File: src/rtl/pc_return_stack_if.sv
// Control-unit <-> return-stack signal bundle: push/pop requests in, top-of-stack and status out.
interface pc_return_stack_if #(
    parameter int unsigned WIDTH = 10,
    parameter int unsigned DEPTH = 8
);
    localparam int unsigned LW = $clog2(DEPTH + 1);

    logic             push;
    logic             pop;
    logic [WIDTH-1:0] din;
    logic             clr_err;
    logic [WIDTH-1:0] from_stack;
    logic [LW-1:0]    level;
    logic             empty;
    logic             full;
    logic             ovf;
    logic             unf;

    modport master (
        output push, pop, din, clr_err,
        input  from_stack, level, empty, full, ovf, unf
    );

    modport slave (
        input  push, pop, din, clr_err,
        output from_stack, level, empty, full, ovf, unf
    );
endinterface

File: src/rtl/pc_return_stack.sv
// Hardware return-address stack feeding the PC's FROM_STACK input, with sticky
// overflow/underflow flags. The top entry is read combinationally from registered state.
module pc_return_stack #(
    parameter int unsigned WIDTH = 10,
    parameter int unsigned DEPTH = 8
) (
    input  logic                 clk_i,
    input  logic                 rst_i,
    pc_return_stack_if.slave     bus
);
    localparam int unsigned LW = $clog2(DEPTH + 1);
    localparam int unsigned AW = $clog2(DEPTH);

    logic [WIDTH-1:0] mem_q [DEPTH];
    logic [LW-1:0]    sp_q, sp_d;
    logic             ovf_q, ovf_d;
    logic             unf_q, unf_d;

    logic             is_empty, is_full;
    logic             we;
    logic [AW-1:0]    waddr;
    logic [LW-1:0]    sp_m1;
    logic             ovf_set, unf_set;

    assign is_empty = (sp_q == '0);
    assign is_full  = (sp_q == LW'(DEPTH));
    assign sp_m1    = sp_q - LW'(1);

    always_comb begin
        we      = 1'b0;
        waddr   = sp_q[AW-1:0];
        sp_d    = sp_q;
        ovf_set = 1'b0;
        unf_set = 1'b0;
        if (bus.push && bus.pop) begin
            // Replace the top; on an empty stack this degenerates to a plain push.
            we = 1'b1;
            if (is_empty) begin
                waddr = '0;
                sp_d  = LW'(1);
            end else begin
                waddr = sp_m1[AW-1:0];
            end
        end else if (bus.push) begin
            if (is_full) begin
                ovf_set = 1'b1;
            end else begin
                we    = 1'b1;
                waddr = sp_q[AW-1:0];
                sp_d  = sp_q + LW'(1);
            end
        end else if (bus.pop) begin
            if (is_empty) begin
                unf_set = 1'b1;
            end else begin
                sp_d = sp_m1;
            end
        end
        // A new error on the same edge as a clear leaves the flag set.
        ovf_d = ovf_set | (ovf_q & ~bus.clr_err);
        unf_d = unf_set | (unf_q & ~bus.clr_err);
    end

    always_ff @(posedge clk_i or posedge rst_i) begin
        if (rst_i) begin
            sp_q  <= '0;
            ovf_q <= 1'b0;
            unf_q <= 1'b0;
            for (int i = 0; i < DEPTH; i++) begin
                mem_q[i] <= '0;
            end
        end else begin
            sp_q  <= sp_d;
            ovf_q <= ovf_d;
            unf_q <= unf_d;
            if (we) begin
                mem_q[waddr] <= bus.din;
            end
        end
    end

    assign bus.from_stack = is_empty ? '0 : mem_q[sp_m1[AW-1:0]];
    assign bus.level      = sp_q;
    assign bus.empty      = is_empty;
    assign bus.full       = is_full;
    assign bus.ovf        = ovf_q;
    assign bus.unf        = unf_q;
endmodule

File: src/flat_wrapper.sv
// flat-port wrapper written by rule: the top's interface ports become plain ports
module pc_return_stack_flat 
#(
    parameter int unsigned WIDTH = 10,
    parameter int unsigned DEPTH = 8
)
  (clk_i, rst_i, bus_push, bus_pop, bus_din, bus_clr_err, bus_from_stack, bus_level, bus_empty, bus_full, bus_ovf, bus_unf);
  pc_return_stack_if #(.WIDTH(WIDTH), .DEPTH(DEPTH)) bus_i ();
  input  logic clk_i;
  input  logic rst_i;
  input wire logic [$bits(bus_i.push)-1:0] bus_push;
  input wire logic [$bits(bus_i.pop)-1:0] bus_pop;
  input wire logic [$bits(bus_i.din)-1:0] bus_din;
  input wire logic [$bits(bus_i.clr_err)-1:0] bus_clr_err;
  output wire logic [$bits(bus_i.from_stack)-1:0] bus_from_stack;
  output wire logic [$bits(bus_i.level)-1:0] bus_level;
  output wire logic [$bits(bus_i.empty)-1:0] bus_empty;
  output wire logic [$bits(bus_i.full)-1:0] bus_full;
  output wire logic [$bits(bus_i.ovf)-1:0] bus_ovf;
  output wire logic [$bits(bus_i.unf)-1:0] bus_unf;
  assign bus_i.push = bus_push;
  assign bus_i.pop = bus_pop;
  assign bus_i.din = bus_din;
  assign bus_i.clr_err = bus_clr_err;
  assign bus_from_stack = bus_i.from_stack;
  assign bus_level = bus_i.level;
  assign bus_empty = bus_i.empty;
  assign bus_full = bus_i.full;
  assign bus_ovf = bus_i.ovf;
  assign bus_unf = bus_i.unf;
  pc_return_stack #(.WIDTH(WIDTH), .DEPTH(DEPTH)) u_core (.clk_i(clk_i), .rst_i(rst_i), .bus(bus_i));
endmodule
File: config.mk
export PLATFORM = sky130hd
export DESIGN_NAME = pc_return_stack_flat
export DESIGN_NICKNAME = d
export VERILOG_FILES = /design/src/rtl/pc_return_stack_if.sv /design/src/rtl/pc_return_stack.sv /design/src/flat_wrapper.sv
export SDC_FILE = /design/constraint.sdc
export NUM_CORES = 1
export LEC_CHECK = 0
export CAP_MARGIN = 25
export CORE_AREA = 4 4 117 141
export DETAILED_ROUTE_END_ITERATION = 12
export DIE_AREA = 0 0 121 145
export DONT_BUFFER_PORTS = 1
export PLACE_DENSITY = 0.48
export SETUP_SLACK_MARGIN = 0.3
export SKIP_LAST_GASP = 1
export SLEW_MARGIN = 20
export SYNTH_ARGS = -nofsm -noshare
export SYNTH_HDL_FRONTEND = slang
export SYNTH_SLANG_ARGS = --single-unit
File: constraint.sdc
create_clock -name clk_i -period 2.8 [get_ports clk_i]
set_clock_uncertainty 0.2 [all_clocks]
set_input_delay 0.28 -clock clk_i [delete_from_list [all_inputs] [get_ports clk_i]]
set_output_delay 0.28 -clock clk_i [all_outputs]
set_load 0.05 [all_outputs]
==> impl.org, run 1 <==
** Timing
- Final worst path period share :: 88.51%
- Total negative slack for setup checks :: 0 ns
- Slew at the pin closest to its max-slew limit :: 0.5517 ns
- RSZ-0062 raised after global routing :: yes
- The worst pin sits at a relative slew slack of between 60% and 70%.
- Max frequency :: 0.4035 GHz
- The max-slew violation count is 0.
- Number of hold-slack violations in the final timing report :: 0
- Setup violations remaining at the end of the flow were counted as 0.
- Final critical delay including setup and external delays :: approximately 2.5 ns

** Setup path
- Maximum cell stage delay along the critical path :: 0.52 ns
- The number of buffers and inverters on the critical path is 2.
- Category of the most critical setup path :: flip-flop to primary output
- Among all stages on the critical path, the largest delay is contributed by sky130_fd_sc_hd__mux4_2.
- Walking the worst path, the cells encountered are inv_2 -> ha_4 -> mux4_2 -> nand2_2 -> a21oi_4 -> buf_12.
- Worst Path Max Fanout :: 7
- Reg2Reg Depth :: 7
- Origin of the critical flop-to-flop path :: u_core.bus.level[0]
- For the worst setup path, the data required time is 2.32 ns.
- STA classifies the critical path startpoint as a flip-flop.
- Worst Path Arrival :: about 2.0 ns
- R2R setup slack :: 0.36 ns
- In this run the critical register-to-register path is captured at u_core.mem_q[31].
- The worst setup path is captured at a primary output.
- The kind of cell with the highest combined delay along the critical path is multiplexers.

** CTS
- Clock buffers created by TritonCTS :: 9
- H-tree depth :: 3
- Root buf cell :: sky130_fd_sc_hd__clkbuf_16
- Clock sink total :: 86
- Counting along the longest clock path gives a buffer depth of 2.
- After clock tree synthesis, the clock-pin slew on the worst setup and hold paths is 0.06 ns.
- CTS tree :: yes
- Clock Latency Late Sink :: 0.34 ns

** Synth
- Top cell type by total area after synthesis :: sky130_fd_sc_hd__dfrtp_1
- Yosys attributes the largest share of cell area to sky130_fd_sc_hd__dfrtp_1, sky130_fd_sc_hd__mux2_2, sky130_fd_sc_hd__mux4_2.
- Synth warn :: 0
- The most used flip-flop cell after synthesis is sky130_fd_sc_hd__dfrtp_1.
- The number of nets in the synthesized netlist is around 320.
- Synthesized cell area :: 0.004462 sq mm
- Sequential elements use 48.23% of the synthesized area.
- Synthesized instance count :: 304
- Mean post-synth cell area :: 14.68 sq um
- Count of different cell masters after synthesis :: 46
- Post-synth EDFFs :: 0
- The synthesized design devotes to its leading area cell type between 40% and 50% of total area.
- Number of storage elements in the synthesis netlist :: 86
- Of all flip-flops after synthesis, the portion carrying an async set or reset was 100.0%.

** Drt
- Count of unresolved DRC violations after routing :: 0
- Number of DRC markers after the initial detailed-route iteration :: 119
- Total wire length after detailed routing :: 10,900 um
- Via count :: 2,752
- Routed WL per cell :: 19.36 um
- Post-detailed-route count of antenna-violating nets :: 0
- Using the TritonRoute via totals, the vias-per-cell ratio works out to roughly 4.9.
- The pre-antenna-repair detailed-routing pass consisted of 4 iterations.

** Global routing
- After global routing the overflow that remains totals 0.
- Global-route total usage across every layer :: approximately an eighth
- Via count of the first global-routing pass :: between 2k and 3k
- The first global-routing pass estimated 16,910 um of wire.
- Entering global routing, the biggest net connects 87 pins.
- Initial antenna violation count :: 1

** Floorplanning
- The die is 121 um wide.
- Pin placement for this block handled 33 I/O pins.
- Initial standard-cell utilization of the core :: about 30%
- Core Box Area :: 0.01502 sq mm
- Count of standard-cell rows :: a little under 50
- Measured along the y axis, the die boundary spans 145 um.
- The die covers 0.01755 sq mm.

** Finish
- From synthesis to final layout, the design area changed by 29.47%.
- Layout cell share with drive strength beyond 1 :: a little over half
- The library cell used most frequently in the layout, excluding fill and tap cells, is sky130_fd_sc_hd__dfrtp_1.
- The net count of the finished layout is 370.
- The library cells used most frequently in the layout, excluding fill and tap cells, are sky130_fd_sc_hd__dfrtp_1, sky130_fd_sc_hd__mux2_2, sky130_fd_sc_hd__mux2_4, sky130_fd_sc_hd__mux4_2.

** Run status
- Outcome :: finished, final reports clean

** Placed design
- Final weighted congestion in routability-driven placement :: roughly 0.73
- Input and output buffers added on the ports amount to 0.
- Post-DP HPWL :: around 6600 um

** Min path
- Hold endpoint :: u_core.bus.level[3]
- Counting instances, the worst hold path has a depth of 3.
- Start point of the worst min-delay path :: bus_push
- Class of the most critical hold timing path :: primary input to flip-flop

** Run
- Count of maximum capacitance violations :: 0
metal layers:
metal	routed length, um	track usage (%)	vias to the layer above
li1	-	-	1254
met1	5207	17.55	1441
met2	5168	19.61	41
met3	377	2.880	16
met4	148	4.082	0
met5	0	0	-
flip-flops by register name (all words and copies together), names as in the netlist:
| signal | count |
|---|---|
| u_core.mem_q | 80 |
| u_core.bus.level | 4 |
| u_core.bus.ovf | 1 |
| u_core.bus.unf | 1 |
tightest hold or removal path: cells and delay by family:
family	cells	cell delay, ns
AOI/OAI and AO/OA	1	0.09
and+or+nand+nor	2	0.16
cell families after synthesis:
kind of cell / Yosys count / synth area share [%]
buf+inv: 22 / 3.113
mux: 102 / 32.64
simple gates: 56 / 9.086
fa+ha+maj: 2 / 0.5608
compound gates: 34 / 5.974
xor+xnor: 2 / 0.3927
flops: 86 / 48.23
worst max-delay path by stage:
stage / from / endpoint / slack (ns) / cells after the start
after floorplan: u_core.bus.level[1] / u_core.mem_q[10] / 0.30 / 7
after global placement: u_core.bus.level[0] / u_core.mem_q[75] / 0.34 / 7
after detailed placement: u_core.bus.level[0] / u_core.mem_q[60] / 0.30 / 7
after CTS: u_core.bus.level[0] / u_core.mem_q[13] / 0.29 / 7
after global routing: u_core.bus.level[0] / bus_from_stack[6] / 0.26 / 7
final: u_core.bus.level[0] / bus_from_stack[8] / 0.32 / 6
cell usage after synthesis, types with 2 or more instances:
master and number:
sky130_fd_sc_hd__a21oi_1 14, sky130_fd_sc_hd__dfrtp_1 86, sky130_fd_sc_hd__nand2_1 23, sky130_fd_sc_hd__o22ai_1 3, sky130_fd_sc_hd__a22o_1 2, sky130_fd_sc_hd__mux2_1 5
sky130_fd_sc_hd__buf_4 2, sky130_fd_sc_hd__o21ai_0 4, sky130_fd_sc_hd__nor2_1 5, sky130_fd_sc_hd__mux4_2 20, sky130_fd_sc_hd__nand2b_1 3, sky130_fd_sc_hd__mux2_2 57
sky130_fd_sc_hd__mux2_4 19, sky130_fd_sc_hd__buf_12 2, sky130_fd_sc_hd__nand4_4 6, sky130_fd_sc_hd__buf_2 7, sky130_fd_sc_hd__ha_1 2, sky130_fd_sc_hd__nor3_1 2
sky130_fd_sc_hd__clkbuf_1 5, sky130_fd_sc_hd__nor2b_1 5, sky130_fd_sc_hd__and3b_1 2, sky130_fd_sc_hd__inv_1 5, sky130_fd_sc_hd__and4_4 2
per-stage QoR:
stage | util (%) | hold slack (ns) | area [sq um] | std cells | worst slack [ns]
after floorplan | - | 0.2117 | 4609 | 304 | 0.2986
after global placement | 33.69 | 0.1266 | 5060 | 514 | 0.3397
after detailed placement | 33.69 | 0.1304 | 5060 | 514 | 0.2961
after CTS | 37.44 | 0.01395 | 5624 | 551 | 0.2937
after global routing | 38.46 | 0.04749 | 5777 | 563 | 0.2637
final | 38.46 | 0.02774 | 5777 | 563 | 0.3218
layout make-up:
class | count | area, sq um
fill | 1438 | 9244
multi-input combinational | 198 | 2374
sequential | 86 | 2156
timing repair buffer | 53 | 665.6
clock buffer | 12 | 256.5
tap | 204 | 255.2
clock inverter | 4 | 45.04
inverter | 5 | 22.52
antenna | 1 | 2.502
timing repair:
| action | 4_1_cts | 5_1_grt |
|---|---|---|
| pin swaps | 2 | 11 |
| gates cloned | 0 | 2 |
| endpoints found under the setup margin | 27 | 63 |
| resized for setup | 10 | 8 |
| endpoints found under the hold margin | 169 | 0 |
| buffers inserted | 8 | 9 |
| hold buffers | 13 | 0 |
Power of run 1 is left out: the tool's default activity adds up to more than one toggle a clock period on the data nets, which glitch-free logic cannot reach.
==> run 2: changes to the inputs <==
--- a/config.mk
+++ b/config.mk
@@ -10,7 +10,6 @@
 export DETAILED_ROUTE_END_ITERATION = 12
 export DIE_AREA = 0 0 121 145
 export DONT_BUFFER_PORTS = 1
-export PLACE_DENSITY = 0.48
 export SETUP_SLACK_MARGIN = 0.3
 export SKIP_LAST_GASP = 1
 export SLEW_MARGIN = 20
==> run 2 against run 1 <==
Via count grew 2.5%. Wire length grew 0.65%. Sequential share of layout area shrank 0.93 points. Non-clock buffer count grew 6. Register-to-register slack gained 0.02 ns. Largest cell class unchanged.
==> impl.org, run 2 (synthesized netlist as in run 1, its figures left out) <==
** Finish
- Number of fill cells in the layout :: 1,374 (-4.5%)
- The area growth from synthesis to layout is 32.78%.
- The number of flip-flops in the largest register is 80 (unchanged).
- Layout cell share with drive strength beyond 1 :: 56.32% (+1.8 points)
- Register containing the most flip-flops in the final layout :: u_core.mem_q
- The number of diodes was 0 (-1).
- Most common cell after layout, fill and taps aside :: sky130_fd_sc_hd__dfrtp_1
- Non-Filler Instances :: 568 (+0.89%)
- In the layout the commonest cells are sky130_fd_sc_hd__dfrtp_1, sky130_fd_sc_hd__mux2_2, sky130_fd_sc_hd__mux2_4, sky130_fd_sc_hd__mux4_2, sky130_fd_sc_hd__buf_4.
- Total number of nets in the final design :: 376 (+1.6%)

** Min path
- For hold timing, the worst endpoint is u_core.bus.level[2].
- The worst hold path belongs to the class primary input to flip-flop.
- In this run the most critical hold path is launched from bus_pop.
- The number of cells on the worst hold path came to 3 (unchanged).

** Setup path
- Maximum cell stage delay along the critical path :: 0.50 ns (-0.02 ns)
- The startpoint identified for the worst register-to-register timing path is u_core.bus.level[0].
- STA classifies the critical path endpoint as a primary output.
- The largest fanout of any net on the critical path was 3 (-4).
- In this run the critical register-to-register path is captured at u_core.mem_q[54].
- Reg2Reg Depth :: 7 (unchanged)
- Traced cell by cell, the critical path runs through inv_4 -> ha_4 -> buf_12 -> mux4_2 -> nand2_2 -> a21oi_4 -> buf_12.
- In this design, the critical path's most frequently occurring cell is sky130_fd_sc_hd__buf_12.
- By startpoint and endpoint, the worst setup path is classified as flip-flop to primary output.
- Worst Path Arrival :: 2.02 ns (+0.02 ns)
- The required time at the endpoint of the critical path came to 2.32 ns (about the same).
- The worst setup path is launched from a flip-flop.
- The register-to-register setup slack was 0.38 ns (+0.02 ns).
- Among all stages on the critical path, the largest delay is contributed by sky130_fd_sc_hd__mux4_2.

** Timing
- Setup repair after global routing could not meet its margin everywhere.
- The actual slew at the worst max-slew pin came to 0.6663 ns (+0.1146 ns).
- Final worst path period share :: 89.34% (+0.84 points)
- Final critical delay including setup and external delays :: 2.502 ns (+0.02351 ns)
- The slack of the critical path is 0.2983 ns (-0.02351 ns).
- The number of hold-slack violations in the final timing report came to 0 (unchanged).
- The max-slew violation count was 0 (unchanged).
- The final-report setup violation count came to 0 (unchanged).
- The sum of negative setup slack came to 0 ns (unchanged).
- Remaining max-slew budget at the tightest pin :: 55.58% (-7.6 points)
- Max frequency :: 0.3997 GHz (-0.94%)

** CTS
- The total clock sinks is 86 (unchanged).
- The worst-skew pair later-pin latency is 0.34 ns (about the same).
- Clock-pin slew on the worst setup and hold paths :: 0.06 ns (about the same)
- H-tree depth :: 3 (unchanged)
- The buffer levels on the longest clock path is 2 (unchanged).
- The root buffer cell chosen for the clock tree is sky130_fd_sc_hd__clkbuf_16.
- CTS tree :: yes
- The number of buffers created by CTS is 9 (unchanged).

** Global routing
- First-pass GRT wire length :: 17,260 um (+2.1%)
- Global-route total usage across every layer :: 12.74% (+0.098 points)
- The maximum number of pins on one net before global-route repair is 53 (-39%).
- Grt ovf :: 0 (unchanged)
- Initial antenna violation count :: 0 (-1)
- The via count of the first global-routing pass is 2,958 (+3.5%).

** Drt
- Routed signal wires occupy layers up through met4.
- Post-detailed-route count of antenna-violating nets :: 0 (unchanged)
- The total via count after detailed routing was 2,821 (+2.5%).
- Routed length on met2 :: 5446 um (+5.4%)
- The initial detailed-routing violation count was 207 (+74%).
- The average detailed-routed wire length per instance came to 19.32 um (-0.23%).
- Total wire length after detailed routing :: 10,970 um (+0.65%)
- Count of unresolved DRC violations after routing :: 0 (unchanged)
- The wire length the detailed router placed on met1 came to 4898 um (-5.9%).
- Met3 Wirelength :: 433 um (+15%)
- First-pass iteration count of the detailed router :: 4 (unchanged)
- Vias per Instance :: 4.967 (+1.6%)

** Placed design
- The cell count after placement is 514 (unchanged).
- Port Buffer Count :: 0 (unchanged)
- The global placer's final weighted congestion was 0.7509 (+2.3%).
- The post-placement setup slack is 0.2448 ns (-0.05133 ns).
- Post-DP HPWL :: 6454 um (-2.0%)

** Floorplanning
- Floorplan die width :: 121 um (unchanged)
- Initial standard-cell utilization of the core :: 29.70% (unchanged)
- The placeable core region is 0.01502 sq mm (unchanged).
- The number of standard-cell rows in the floorplan is 49 (unchanged).
- The height of the die came to 145 um (unchanged).
- The top-level I/O count came to 33 (unchanged).
- The total die area was 0.01755 sq mm (unchanged).

** Run
- The count of maximum capacitance violations was 0 (unchanged).

** Run status
- Outcome :: finished, final reports clean
run 2: what timing repair did:
action,4_1_cts,5_1_grt
endpoints found under the hold margin,170,0
pin swaps,4,8
setup buffers,12,7
hold buffers,14,0
gates cloned,2,3
endpoints found under the setup margin,62,59
gates resized for setup,19,11
run 2: metal layers:
layer  track usage (%)  vias to the layer above
met2             20.00                       51
li1                  -                     1267
met1             17.10                     1488
met3             3.464                       15
met5                 0                        -
met4             4.138                        0
run 2: worst max-delay path by stage:
stage,from,to,slack [ns],depth (start not counted)
floorplan,u_core.bus.level[1],u_core.mem_q[10],0.30,7
global placement,u_core.bus.level[0],u_core.mem_q[30],0.30,6
detailed placement,u_core.bus.level[0],u_core.mem_q[30],0.24,6
CTS,u_core.bus.level[0],bus_from_stack[7],0.25,7
global route,u_core.bus.level[0],bus_from_stack[8],0.20,7
finish,u_core.bus.level[0],bus_from_stack[8],0.30,7
run 2: worst max-delay path: cells and delay by family (launching register included):
family | cells | cell delay [ns]
and+or+nand+nor | 1 | 0.09
muxes | 1 | 0.50
AOI/OAI and AO/OA | 1 | 0.06
adders and majority gates | 1 | 0.30
DFF | 1 | 0.40
buffers and inverters | 3 | 0.32
run 2: layout make-up:
type | count | area, sq um | share of cell area [%]
Clock inverter | 6 | 117.6 | 1.985
Clock buffer | 10 | 229.0 | 3.865
Multi-Input combinational cell | 198 | 2356 | 39.77
Sequential cell | 86 | 2156 | 36.39
Inverter | 5 | 25.02 | 0.4224
Tap cell | 204 | 255.2 | 4.308
Timing Repair Buffer | 59 | 785.8 | 13.26
run 2: metrics by stage:
step	instance area, sq um	hold slack (ns)	util [%]
after floorplan	4609	0.2117	-
after global placement	5035	0.1045	33.52
after detailed placement	5035	0.1092	33.52
after CTS	5756	0.01211	38.32
after global routing	5924	0.04150	39.44
final	5924	0.04951	39.44
Power of run 2 is left out for the same reason.
==> edit 1: new RTL, config.mk and constraints of run 2 <==
Reset style: synchronous (`rst_i`), changed in one clocked block.
--- a/src/rtl/pc_return_stack.sv
+++ b/src/rtl/pc_return_stack.sv
@@ -61,7 +61,7 @@
         unf_d = unf_set | (unf_q & ~bus.clr_err);
     end
 
-    always_ff @(posedge clk_i or posedge rst_i) begin
+    always_ff @(posedge clk_i) begin
         if (rst_i) begin
             sp_q  <= '0;
             ovf_q <= 1'b0;
Behaviour: differs if rst_i is asserted again (counterexample within 4 cycles, from zero or initial values and one cycle with rst_i high); with rst_i held inactive, the same outputs for 4 cycles.
==> edit 1 against run 2 <==
- area after synthesis shrank 0.90%
- die area did not move
- wire length is 4.2% higher
- largest cell class is now sequential cells
- worst setup slack improved by 0.055 ns
- sequential cell count unchanged
- cell area shrank 5.1%
- critical path type is now reg2reg
==> edit 1: results (changes against run 2) <==
met3 Use GR=0.0331 (was 0.0346); Most flops, register=u_core.mem_q (unchanged); Root Buffer Master=clkbuf_16 (unchanged); vias in the first global route=3,089 (was 2,958); overall global routing resource usage=0.135 (was 0.127); max layer used=met4 (unchanged); largest fanout on the critical path=20 (was 3); Final Power=0.00463 W; Clock Pin Slew Worst Setup and Hold Paths=0.06 ns (about the same); GR Layer Usage met1=0.161 (was 0.171); arrival time worst endpoint=2.44 ns (was 2.02 ns); met1 wire length=4680 um (was 4900 um); met2 Resource Use GR=0.238 (was 0.200); FFs w/ async S/R, synth=0 (was 1.00); Yosys Warn Count=0 (unchanged); Synth cell types=43 (was 46); Syn Inst Count=329 (was 304); # fillers=1,430 (was 1,374); internal power=approximately 0.0030 W; first-pass GRT wire length=18,100 um (was 17,300 um); Avg WL per Cell=20.4 um (was 19.3 um); clock tree buffer depth=2 (unchanged); Syn Nets=347 (was 321); Peak VDD IR=slightly below 0.3 mV; met3 WL=492 um (was 433 um); via count=2,903 (was 2,821); nets=371 (was 376); DP Wirelength=7080 um (was 6450 um); First-pass DRT Iterations=5 (was 4); routability cong.=0.846 (was 0.751); diode count=0 (unchanged); post-synthesis sequential area ratio=0.570 (was 0.482); Post-synth EDFFs=80 (was 0); max FFs per register=80 (unchanged); Slew HR=0.528 (was 0.556); H-tree depth=3 (unchanged); Pleak=approximately 2.1 nW; Inserted Clock Buffers=9 (unchanged); Area contributors post-synth=edfxtp_1 54%, mux4_2 10%, and4_1 7.9%, and3_1 5.8%, dfxtp_1 2.7% (was dfrtp_1 48%, mux2_2 14%, mux4_2 10%, mux2_4 6.4%, nand4_4 2.9%); MaxCap Viol Count=0 (unchanged); layout cell share with drive strength beyond 1=0.289 (was 0.563); placed cell area=5040 um2 (was 5030 um2); status=finished, final reports clean (unchanged); clk_lat worst skew=between 0.3 and 0.4 ns; initial antenna violation count=0 (unchanged); Seq power=0.00156 W; dpl ws=0.310 ns (was 0.245 ns); Inst Count DP=527 (was 514); first-iteration detailed-routing DRC count=207 (unchanged); Met2 Wirelength=5970 um (was 5450 um); Post-synth top cells=80 x edfxtp_1, 41 x and3_1, 40 x and4_1 (was 86 x dfrtp_1, 57 x mux2_2, 23 x nand2_1); Comb power=0.00184 W; Port Buf Inserts=0 (unchanged); main flop type after synthesis=edfxtp_1 (was dfrtp_1); hold crit path type=in2reg (unchanged); largest net degree at the start of global routing=41 (was 53); Finished Layout Cells=560 (was 568)
edit 1: cell types whose count changed in the layout (fill, tap and decap cells not counted), sizes merged, moves of 3 or more:
cell	run 2	this run
dfxtp	0	6
mux2	81	1
a21o	0	8
nand2	23	26
nor3	2	7
and4	5	40
o22ai	4	0
nand4	6	1
dfrtp	86	0
edfxtp	0	80
buf	42	29
and3	0	41
edit 1: final cells by class:
cell class,instances,area [um2],area share
clock inverter,4,73.8,0.0131
clock buffer,10,229,0.0407
multi-input combinational,205,1950,0.347
inverter,6,25.0,0.00445
tap,204,255,0.0454
timing repair buffer,45,561,0.0997
sequential,86,2530,0.450
edit 1: critical path: stages, from the launching register on:
cell and delay (ns):
dfxtp_4 0.37, inv_4 0.04, ha_4 0.17, nor3b_4 0.17
or3_4 0.41, a2111oi_4 0.34, buf_4 0.21, buf_4 0.22
and3_1 0.18
edit 1: cell families after synthesis:
group           after synthesis  synth area share
buf+inv                      38            0.0410
flops                        86             0.570
xor+xnor                      3           0.00594
fa+ha+maj                     3           0.00849
mux                          23             0.109
simple gates                138             0.204
compound gates               38            0.0611
edit 1: path summary, 6_finish.rpt:
path	from	end	slack (ns)	cells past startpoint
worst min register to register	u_core.bus.level[1]	u_core.bus.level[1]	0.57	3
worst min-delay path	bus_din[0]	u_core.mem_q[1][0]	0.006	1
worst max-delay path	u_core.bus.level[0]	u_core.mem_q[2][3]	0.35	8
worst max register to register	u_core.bus.level[0]	u_core.mem_q[2][3]	0.35	8
edit 1: repair_timing:
| item | CTS | global route |
|---|---|---|
| gates resized for setup | 6 | 7 |
| buffers inserted | 3 | 0 |
| endpoints found under the setup margin | 14 | 45 |
| cloned | 0 | 0 |
| hold endpoints to repair | 77 | 2 |
| pin swaps | 2 | 0 |
| hold buffers | 14 | 2 |
==> edit 2: new RTL, settings of run 2 <==
Without the edit above. `WIDTH` is set to 10 in 3 places; all go to 12.
--- a/src/rtl/pc_return_stack_if.sv
+++ b/src/rtl/pc_return_stack_if.sv
@@ -1,6 +1,6 @@
 // Control-unit <-> return-stack signal bundle: push/pop requests in, top-of-stack and status out.
 interface pc_return_stack_if #(
-    parameter int unsigned WIDTH = 10,
+    parameter int unsigned WIDTH = 12,
     parameter int unsigned DEPTH = 8
 );
     localparam int unsigned LW = $clog2(DEPTH + 1);
--- a/src/rtl/pc_return_stack.sv
+++ b/src/rtl/pc_return_stack.sv
@@ -1,7 +1,7 @@
 // Hardware return-address stack feeding the PC's FROM_STACK input, with sticky
 // overflow/underflow flags. The top entry is read combinationally from registered state.
 module pc_return_stack #(
-    parameter int unsigned WIDTH = 10,
+    parameter int unsigned WIDTH = 12,
     parameter int unsigned DEPTH = 8
 ) (
     input  logic                 clk_i,
--- a/src/flat_wrapper.sv
+++ b/src/flat_wrapper.sv
@@ -1,7 +1,7 @@
 // flat-port wrapper written by rule: the top's interface ports become plain ports
 module pc_return_stack_flat 
 #(
-    parameter int unsigned WIDTH = 10,
+    parameter int unsigned WIDTH = 12,
     parameter int unsigned DEPTH = 8
 )
   (clk_i, rst_i, bus_push, bus_pop, bus_din, bus_clr_err, bus_from_stack, bus_level, bus_empty, bus_full, bus_ovf, bus_unf);
Ports: changed (resized bus_din and bus_from_stack); port bits go from 33 to 37. No check against the original RTL was run, so the function may have changed too.
==> edit 2 against run 2 <==
- register-to-register slack lost 0.15 ns
- area after synthesis grew 12%
- worst setup slack lost 0.069 ns
- wire length grew 13%
- synthesized cell count grew 18%
- cell area grew 13%
- sequential cell count grew 16
- critical path type is now reg2reg
- critical endpoint is now u_core.mem_q[46]
- highest routed layer unchanged
Power is left out: the tool's default activity adds up to more than one toggle a clock period on the data nets, which glitch-free logic cannot reach.
==> edit 2: results (changes against run 2) <==
FF-to-FF path depth=9 (was 7); Worst Path Buf+Inv=4 (was 3); Post-Synth XOR/XNOR Area=0.00350 (was 0.00393); hold worst-path end=u_core.bus.level[3] (was u_core.bus.level[2]); overall global routing resource usage=0.142 (was 0.127); vias in the first global route=3,498 (was 2,958); Reg-to-Reg End=u_core.mem_q[46] (was u_core.mem_q[54]); routability cong.=0.826 (was 0.751); nets=437 (was 376); first-pass GRT wire length=19,500 um (was 17,300 um); R2R setup slack=0.23 ns (was 0.38 ns); GR Layer Usage met1=0.189 (was 0.171); hold path startpoint=bus_push (was bus_pop); met2 Resource Use GR=0.238 (was 0.200); largest fanout on the critical path=6 (was 3); Crit-path slowest cell=dfrtp_2 (was mux4_2); Inst Count DP=575 (was 514); layout cell share with drive strength beyond 1=0.574 (was 0.563); Finished Layout Cells=627 (was 568); Largest stage delay, worst path=0.43 ns (was 0.50 ns); Post-synth top cells=102 x dfrtp_1, 87 x mux2_2, 30 x nand2_1 (was 86 x dfrtp_1, 57 x mux2_2, 23 x nand2_1); Syn Nets=377 (was 321); met3 Use GR=0.0261 (was 0.0346); Final Critical Period=2.57 ns (was 2.50 ns); Area contributors post-synth=dfrtp_1 51%, mux2_2 20%, mux4_2 11%, mux2_4 3.0%, nand2_1 2.2% (was dfrtp_1 48%, mux2_2 14%, mux4_2 10%, mux2_4 6.4%, nand4_4 2.9%); met1 wire length=5410 um (was 4900 um); Adder-Cell Fraction of Synth Area=0.00500 (was 0.00561); mux cell area share after synthesis=0.336 (was 0.326); Crit. End Element=flip-flop (was output port); max FFs per register=96 (was 80); vias per inst=5.18 (was 4.97); worst slew pin tran=0.483 ns (was 0.666 ns); status=finished, final reports clean (unchanged); met3 WL=569 um (was 433 um); arrival time worst endpoint=2.59 ns (was 2.02 ns)
[edit 2: changes by cell type in the layout (fill, tap and decap cells not counted), sizes merged, moves of 4 or more]
cell   delta
dfrtp    +16
mux2     +16
nand2     +7
buf      +16
mux4      +4
and4      -5
[edit 2: kinds of logic (layout without fill, tap and decap cells)]
logic type,count (synthesis),after routing
DFF,102,102
buffers and inverters,34,98
xor gates and xnor gates,2,2
AOI/OAI and AO/OA,35,35
and+or+nand+nor,61,62
muxes,122,122
adders and majority gates,2,2
[edit 2: final cells by class]
class	count	area, um2	share of cell area
multi-input combinational	223	2630	0.391
sequential	102	2550	0.381
timing repair buffer	74	881	0.131
tap	204	255	0.0380
clock buffer	11	243	0.0362
clock inverter	5	104	0.0155
inverter	8	46.3	0.00690
[edit 2: timing repair]
item	CTS	global route
cloned	1	1
pin swaps	5	10
buffers inserted	12	7
resized for setup	15	31
hold endpoints to repair	117	0
hold buffers	15	0
endpoints found under the setup margin	79	96
